$ cat config.mk
export PLATFORM = sky130hd
export DESIGN_NAME = uart_encoder
export DESIGN_NICKNAME = d
export VERILOG_FILES = /design/src/rtl/uart_pkg.sv /design/src/rtl/uart_fifo.sv /design/src/rtl/uart_encoder.sv
export SDC_FILE = /design/constraint.sdc
export NUM_CORES = 1
export LEC_CHECK = 0
export CORE_AREA = 2 2 111 113
export CTS_CLUSTER_SIZE = 10
export DETAILED_ROUTE_END_ITERATION = 16
export DIE_AREA = 0 0 113 115
export PLACE_DENSITY = 0.72
export SLEW_MARGIN = 5
export SYNTH_ARGS = -nofsm -noshare
export SYNTH_HDL_FRONTEND = slang
export SYNTH_SLANG_ARGS = --single-unit
$ cat constraint.sdc
create_clock -name clk -period 6.1 [get_ports clk]
set_input_delay 1.525 -clock clk [delete_from_list [all_inputs] [get_ports clk]]
set_output_delay 1.525 -clock clk [all_outputs]
set_load 0.05 [all_outputs]
$ cat src/rtl/uart_pkg.sv
// rtl/uart_pkg.sv - shared constants, FSM state type and parity helper for the UART encoder
package uart_pkg;

  localparam int PAR_NONE = 0;
  localparam int PAR_ODD  = 1;
  localparam int PAR_EVEN = 2;

  // 50 MHz / 115200 baud; matches the decoder's 8680 ns bit period at a 20 ns clock
  localparam int DEFAULT_CLKS_PER_BIT = 434;

  typedef enum logic [2:0] {
    ST_IDLE   = 3'd0,
    ST_START  = 3'd1,
    ST_DATA   = 3'd2,
    ST_PARITY = 3'd3,
    ST_STOP   = 3'd4
  } state_t;

  function automatic logic parity_bit(input logic [7:0] d, input int mode);
    return (mode == PAR_ODD) ? ~^d : ^d;
  endfunction

endpackage

$ cat src/rtl/uart_fifo.sv
// rtl/uart_fifo.sv - byte FIFO with wrap-bit pointers, occupancy and full/empty flags
module uart_fifo #(
  parameter int AW = 4
) (
  input  logic          clk,
  input  logic          rst_n,
  input  logic [7:0]    wdata,
  input  logic          push,
  input  logic          pop,
  output logic [7:0]    rdata,
  output logic          full,
  output logic          empty,
  output logic [AW:0]   level
);

  logic [7:0]  mem [2**AW];
  logic [AW:0] wptr;
  logic [AW:0] rptr;
  logic        do_push;
  logic        do_pop;

  assign full    = (wptr[AW] != rptr[AW]) && (wptr[AW-1:0] == rptr[AW-1:0]);
  assign empty   = (wptr == rptr);
  assign level   = wptr - rptr;
  assign do_push = push && !full;
  assign do_pop  = pop && !empty;
  assign rdata   = mem[rptr[AW-1:0]];

  always_ff @(posedge clk or negedge rst_n) begin
    if (!rst_n) begin
      wptr <= '0;
      rptr <= '0;
    end else begin
      if (do_push) wptr <= wptr + 1'b1;
      if (do_pop)  rptr <= rptr + 1'b1;
    end
  end

  // Storage is not reset; the pointers alone decide what is valid.
  always_ff @(posedge clk) begin
    if (do_push) mem[wptr[AW-1:0]] <= wdata;
  end

endmodule

$ cat src/rtl/uart_encoder.sv
// rtl/uart_encoder.sv - buffered UART transmitter, idle-high, LSB first, optional parity
module uart_encoder
  import uart_pkg::*;
#(
  parameter int CLKS_PER_BIT = DEFAULT_CLKS_PER_BIT,
  parameter int STOP_BITS    = 1,
  parameter int PARITY       = PAR_NONE,
  parameter int FIFO_AW      = 4
) (
  input  logic               clk,
  input  logic               rst_n,
  input  logic [7:0]         data_i,
  input  logic               valid_i,
  output logic               ready_o,
  output logic               tx_o,
  output logic               busy_o,
  output logic [FIFO_AW:0]   level_o
);

  localparam int CW = (CLKS_PER_BIT > 1) ? $clog2(CLKS_PER_BIT) : 1;
  localparam logic [CW-1:0] LAST_CNT  = CW'(CLKS_PER_BIT - 1);
  localparam logic [2:0]    STOP_LAST = 3'(STOP_BITS - 1);

  state_t        state, state_n;
  logic [CW-1:0] cnt, cnt_n;
  logic [2:0]    bit_cnt, bit_n;
  logic [7:0]    sh, sh_n;
  logic          par, par_n;
  logic          tx, tx_n;
  logic          pop, load, bit_end;
  logic [7:0]    fifo_q;
  logic          full, empty;

  uart_fifo #(.AW(FIFO_AW)) u_fifo (
    .clk   (clk),
    .rst_n (rst_n),
    .wdata (data_i),
    .push  (valid_i),
    .pop   (pop),
    .rdata (fifo_q),
    .full  (full),
    .empty (empty),
    .level (level_o)
  );

  assign ready_o = !full;
  assign tx_o    = tx;
  assign busy_o  = (state != ST_IDLE) || (level_o != '0);
  assign bit_end = (cnt == LAST_CNT);

  always_ff @(posedge clk or negedge rst_n) begin
    if (!rst_n) begin
      state   <= ST_IDLE;
      cnt     <= '0;
      bit_cnt <= '0;
      sh      <= '0;
      par     <= 1'b0;
      tx      <= 1'b1;
    end else begin
      state   <= state_n;
      cnt     <= cnt_n;
      bit_cnt <= bit_n;
      sh      <= sh_n;
      par     <= par_n;
      tx      <= tx_n;
    end
  end

  always_comb begin
    state_n = state;
    cnt_n   = cnt;
    bit_n   = bit_cnt;
    sh_n    = sh;
    par_n   = par;
    tx_n    = tx;
    pop     = 1'b0;
    load    = 1'b0;
    if (state != ST_IDLE) cnt_n = bit_end ? '0 : cnt + 1'b1;
    case (state)
      ST_IDLE: load = !empty;
      ST_START: if (bit_end) begin
        state_n = ST_DATA;
        tx_n    = sh[0];
        sh_n    = sh >> 1;
        bit_n   = '0;
      end
      ST_DATA: if (bit_end) begin
        if (bit_cnt == 3'd7) begin
          bit_n = '0;
          if (PARITY != PAR_NONE) begin
            state_n = ST_PARITY;
            tx_n    = par;
          end else begin
            state_n = ST_STOP;
            tx_n    = 1'b1;
          end
        end else begin
          bit_n = bit_cnt + 3'd1;
          tx_n  = sh[0];
          sh_n  = sh >> 1;
        end
      end
      ST_PARITY: if (bit_end) begin
        state_n = ST_STOP;
        tx_n    = 1'b1;
        bit_n   = '0;
      end
      ST_STOP: if (bit_end) begin
        if (bit_cnt == STOP_LAST) begin
          // Next queued byte starts on this very edge: no idle gap between frames.
          load    = !empty;
          state_n = ST_IDLE;
          tx_n    = 1'b1;
        end else begin
          bit_n = bit_cnt + 3'd1;
        end
      end
      default: begin
        state_n = ST_IDLE;
        tx_n    = 1'b1;
      end
    endcase
    if (load) begin
      pop     = 1'b1;
      sh_n    = fifo_q;
      par_n   = parity_bit(fifo_q, PARITY);
      tx_n    = 1'b0;
      cnt_n   = '0;
      bit_n   = '0;
      state_n = ST_START;
    end
  end

endmodule
Yosys cells after proc, flatten, opt, wreduce, memory -nomap -nowiden:

Memory sizes are Yosys's and may differ from the RTL's.
Index checks and enable logic that the tools add are counted.
W data, S select, Z words.

* register bits: 34
* RAM bits: 128
* input bits: 11
* output and inout bits: 8
* logic and storage cells: 87
* memories kept: 1

* add/subtract/negate cells: 5
* eq/ne operators: 19
* muxes and demuxes: 37
* reduce and logical (&&, ||, !) cells: 18

Memory list
* u_fifo.mem: words 16, width 8, rd ports 1, clocked after Yosys merged registers in 0, wr ports 1, RTL line uart_fifo.sv:16 `logic [7:0] mem [2**AW];`

Operator list (count)
* $mux W3: 13
* $mux W8: 4
* $mux W9: 3
* $ne A3 B3 Y1 const B: 8
* $pmux W8 S2: 1
* $pmux W3 S5: 1
* $mux W1: 12
* $add A5 B1 Y5 const B: 2
* $add A9 B1 Y9 const B: 1
* $eq A9 B9 Y1 const B: 1
* $pmux W3 S3: 1
* $reduce_and A7 Y1: 1
* $eq A3 B2 Y1 const B: 2
* $eq A3 B3 Y1 const B: 2
* $logic_not A3 Y1: 2
* $reduce_and A6 Y1: 1
* $reduce_bool A3 Y1: 2
* $eq A5 B5 Y1: 1
* $pmux W1 S5: 1
* $reduce_and A5 Y1: 1
* $reduce_bool A5 Y1: 1
* $sub A5 B5 Y5: 1
* $eq A4 B4 Y1: 1
* $reduce_and A4 Y1: 1
* 12 further kinds: 15

Logic depth before layout (Yosys ltp):

* depth after elaboration: 7
* depth in mapped cells: 11
* gate-level depth less buffers: 8

Cells and area by module:

A second synthesis with hierarchy kept.

* cell total of the unflattened synthesis: 445
* area, all modules: 7048.0 µm²

Modules (own cells, without submodules)
* uart_fifo: times used 1, cells an instance 299, area an instance 5696.7 µm², seq. area each 4093.9 µm²
* uart_encoder: times used 1, cells an instance 146, area an instance 1351.3 µm², seq. area each 601.8 µm²

Worst setup path before layout:

Ideal clock, no wire load.

* path type: flip-flop to output port
* start point: register u_fifo.rptr[1]
* end point: output busy_o
* data arrival time: 2902 ps
* data required time: 4575 ps
* slack: 1673 ps
* stages on the path, launching flop included: 10
* path buffers: 3
* cells stage by stage: dfrtp_1 buf_4 buf_4 buf_2 inv_1 ha_1 a21o_1 a21oi_1 xnor2_1 or4_1

* word-level cells in the longest chain between the ends: 3

RTL lines
* from (decl): RTL line uart_fifo.sv:18 `logic [AW:0] rptr;`
* from (signal assigned): RTL line uart_fifo.sv:35 `if (do_pop) rptr <= rptr + 1'b1;`
* $sub A5 B5 Y5: RTL line uart_fifo.sv:24 `assign level = wptr - rptr;`
* named net level_o[3]: RTL line uart_encoder.sv:17 `output logic [FIFO_AW:0] level_o`
* $reduce_bool A5 Y1: RTL line uart_encoder.sv:48 `assign busy_o = (state != ST_IDLE) || (level_o != '0);`
* $logic_or A1 B1 Y1: RTL line uart_encoder.sv:48
* to (decl): RTL line uart_encoder.sv:16 `output logic busy_o,`

The timed path passes the listed nets, and every way through them passes these cells.

Worst setup path after layout:

* start point: register u_fifo.rptr[0]
* end point: output busy_o

* word-level cells in the longest chain between the ends: 3

RTL lines (RTL line)
* $sub A5 B5 Y5: uart_fifo.sv:24
* $reduce_bool A5 Y1: uart_encoder.sv:48
* $logic_or A1 B1 Y1: uart_encoder.sv:48

No other way between the ends.

==> flow_summary.toml <==
[layout]
multi_input_area_um2 = 2010
layout_commonest_cell = "sky130_fd_sc_hd__edfxtp_1"
antenna_cells = 0
fillers = 820
fin_nets = 463
fin_area_um2 = 7740
finish.cell_count_without_fillers = 597
syn2layout_area_growth_pct = 12.5
drive_gt1_share_pct = 17.3
sequential_cell_area_um2 = 4700
most-common-layout-cells = "sky130_fd_sc_hd__edfxtp_1 (128), sky130_fd_sc_hd__mux4_2 (32), sky130_fd_sc_hd__dfrtp_1 (32)"

[timing]
post-route-min-period_ns = 4.94
hold_ws_ns = 0.480
worst-slew-pin-transition_ns = 0.965
totalNegativeSetupSlack_ns = 0
period_share_pct = 81.0
fin_skew_ns = 0.0138
setup_violations = 0
fmax_mhz = 202
relSlewSlack_pct = 35.3
grt_setup_unrepaired = "no"
final-hold-violation-count = 0
timing_max_transition_violations_final = 0

[hold_path]
worst_hold_path.endpoint = "tx_o"
worstHoldStart = "tx_o"
timing.hold.worst.class = "flip-flop to flip-flop"
timing.hold.worst_path_depth = 2

[global_route]
grt_max_degree = 35
grt_pass1_vias = 3695
grt_overflow = 0
antenna_found_initial = 0
grt_use_total_pct = 21.5
grt_first_pass_wirelength_um = 20300

[floorplanning]
top_level_ports = 19
initial_utilization_pct = 58.2
floorplan.die.height_um = 115
die_w_um = 113
floorplan.die_area_um2 = 13000
core_um2 = 11800
num_rows = 40

[critical_path]
worstPathMaxFanout = 24
arrival_ns = 3.41
critical_path.top_delay_family = "buffers and inverters"
startpoint_type = "flip-flop"
rr_worst_depth = 6
worstPathCellList = "buf_4 > ha_1 > fa_1 > inv_1 > a21o_1 > a21oi_1 > xor2_1 > or4_1 > clkdlybuf4s50_1"
critPathMaxStageDelay_ns = 0.71
critPathRequiredTime_ns = 4.58
endpoint_type_of_the_worst_setup_path = "primary output"
crit_buf_inv = 3
rr_endpoint = "u_fifo.mem[15][5]"
criticalPathCategory = "flip-flop to primary output"
crit_path_top_delay_cell = "sky130_fd_sc_hd__clkdlybuf4s50_1"
launch_point_of_the_worst_reg_to_reg_path = "u_fifo.rptr[0]"
r2r_setup_slack_ns = 3.37

[pwr]
vdd.ir_drop.worst_mv = 0.271
power.density_nw_per_um2 = 365
cellLeakagePower_nw = 2.69

[routing]
drtAntennaViolNets = 0
detail_route.wl_per_cell_um = 21.3
route.detailed.vias_per_inst = 6.12
drt_drc_violations_left = 0
initialDrtViolationCount = 412
routed_wire_length_um = 12700
routed-via-count = 3654
detailedRoute.firstPassIterationCount = 7

[clock_tree]
tritoncts_num_sinks = 162
post_cts_resized = 0
cts-buffers-inserted = 17
cts-root-to-sink-buffers = 2
h_tree_depth = 4
cts_tree = "yes"
insertion_delay_ns = 0.43
cts.clk_slew.worst_paths_ns = 0.06
post_cts.repair.setup_buffers = 0
cts.root.buffer_cell = "sky130_fd_sc_hd__clkbuf_16"
hold_buffers = 0

[yosys]
postSynthCellCount = 413
synth_area_um2 = 6880
ys_types = 51
postSynthRegisterBits = 162
yosysSeqAreaShare_pct = 68.3
synth.largest_area_cell = "sky130_fd_sc_hd__edfxtp_1"
synth_warn = 0
synth_nets = 439
netlist.area_leader.share_pct = 55.9
synthTopCellsByArea = "sky130_fd_sc_hd__edfxtp_1 (56%), sky130_fd_sc_hd__dfrtp_1 (12%), sky130_fd_sc_hd__mux4_2 (10%)"
per_instance_average_area_after_synthesis_um2 = 16.7

[placement]
placed_cells_incl_taps = 565
buffer_ports.inserted = 18
gpl_wtd_cong = 0.773
dp_hpwl_um = 8150
place_area_um2 = 7180

[outcome]
run_status = "finished, final reports clean"

[job]
max_cap_viol_count = 0
## report_power, final
part           switching, W  total (W)  internal (W)  leakage, nW
combinational      0.000316   0.000479      0.000164        0.853
clock              0.000433    0.00100      0.000568        0.263
sequential        0.0000499    0.00135       0.00130         1.58
total              0.000799    0.00283       0.00203         2.69
## Yosys cell counts (all sizes together)
| cell | n |
|---|---|
| or3 | 1 |
| or3b | 2 |
| inv | 21 |
| a31oi | 1 |
| or2 | 3 |
| o211ai | 1 |
| fa | 1 |
| nand3 | 7 |
| a32o | 1 |
| nand4 | 5 |
| clkbuf | 6 |
| mux4 | 32 |
| o22a | 7 |
| o221ai | 7 |
| mux2i | 2 |
| o311ai | 1 |
| a211oi | 1 |
| and2 | 5 |
| nand4bb | 1 |
| edfxtp | 128 |
| nor2 | 13 |
| dfrtp | 33 |
| xnor2 | 8 |
| nor2b | 2 |
| o31ai | 1 |
| nand2 | 23 |
| or4 | 1 |
| o22ai | 2 |
| o21ai | 19 |
| dfstp | 1 |
| buf | 11 |
| o21bai | 1 |
| a22oi | 2 |
| xor2 | 7 |
| nand4b | 1 |
| mux2 | 2 |
| a21o | 3 |
| ha | 14 |
| and3 | 12 |
| and4 | 4 |
| nand3b | 1 |
| nand2b | 4 |
| nor3 | 3 |
| a21oi | 5 |
| a222oi | 7 |
## worst reg2reg max path, cell delays in order, from the launching register on
cell,delay (ns)
sky130_fd_sc_hd__dfrtp_1,0.33
sky130_fd_sc_hd__buf_4,0.40
sky130_fd_sc_hd__ha_1,0.36
sky130_fd_sc_hd__nand4_1,0.21
sky130_fd_sc_hd__nand2b_1,0.17
sky130_fd_sc_hd__and2_1,0.30
sky130_fd_sc_hd__and4_1,0.59
## cell families (layout without fill, tap and decap cells)
kind of cell / count (synthesis) / count (layout) / share of synthesized area [%]
xor gates and xnor gates: 15 / 15 / 1.91
muxes: 36 / 36 / 11.1
AOI/OAI and AO/OA: 59 / 59 / 6.44
adders and majority gates: 15 / 15 / 2.84
and+or+nand+nor: 88 / 88 / 6.95
DFF: 162 / 162 / 68.3
buffers and inverters: 38 / 75 / 2.51
## state kept, by name, summed over array words and instances, names as in the netlist
signal       cells
sh               8
u_fifo.mem     128
u_fifo.rptr      5
state            3
tx_o             1
bit_cnt          3
u_fifo.wptr      5
cnt              9
## worst max path at each step
stage                               from  endpoint  slack, ns  depth (start not counted)
after floorplan           u_fifo.rptr[1]    busy_o       1.67                          9
after global placement    u_fifo.rptr[0]    busy_o       1.66                          9
after detailed placement  u_fifo.rptr[0]    busy_o       1.61                          9
after CTS                 u_fifo.rptr[0]    busy_o       1.14                          9
after global routing      u_fifo.rptr[0]    busy_o        1.0                          9
final                     u_fifo.rptr[0]    busy_o       1.16                          9
## final cells by class
cell class                      count  area share, %
Multi-Input combinational cell    213           26.0
Clock inverter                     13           1.62
Timing Repair Buffer               22           2.72
Tap cell                          147           2.38
Inverter                           21           1.02
Clock buffer                       19           5.59
Sequential cell                   162           60.7
## per-stage QoR
step | utilization [%] | worst slack, ns | power (W)
floorplan | - | 1.67 | 0.00168
global placement | 60.8 | 1.66 | 0.00183
detailed placement | 60.8 | 1.61 | 0.00185
CTS | 65.5 | 1.14 | 0.00284
global route | 65.5 | 0.999 | 0.00293
finish | 65.5 | 1.16 | 0.00283
## metal layers
| layer | vias to the layer above | wire length, um | global-route usage, % |
|---|---|---|---|
| met4 | 0 | 199 | 9.27 |
| met5 | - | 0 | 0 |
| met2 | 97 | 6310 | 33.6 |
| met3 | 14 | 550 | 4.96 |
| met1 | 1864 | 5650 | 29.8 |
| li1 | 1679 | - | - |
(Power assumes the default switching activity.)
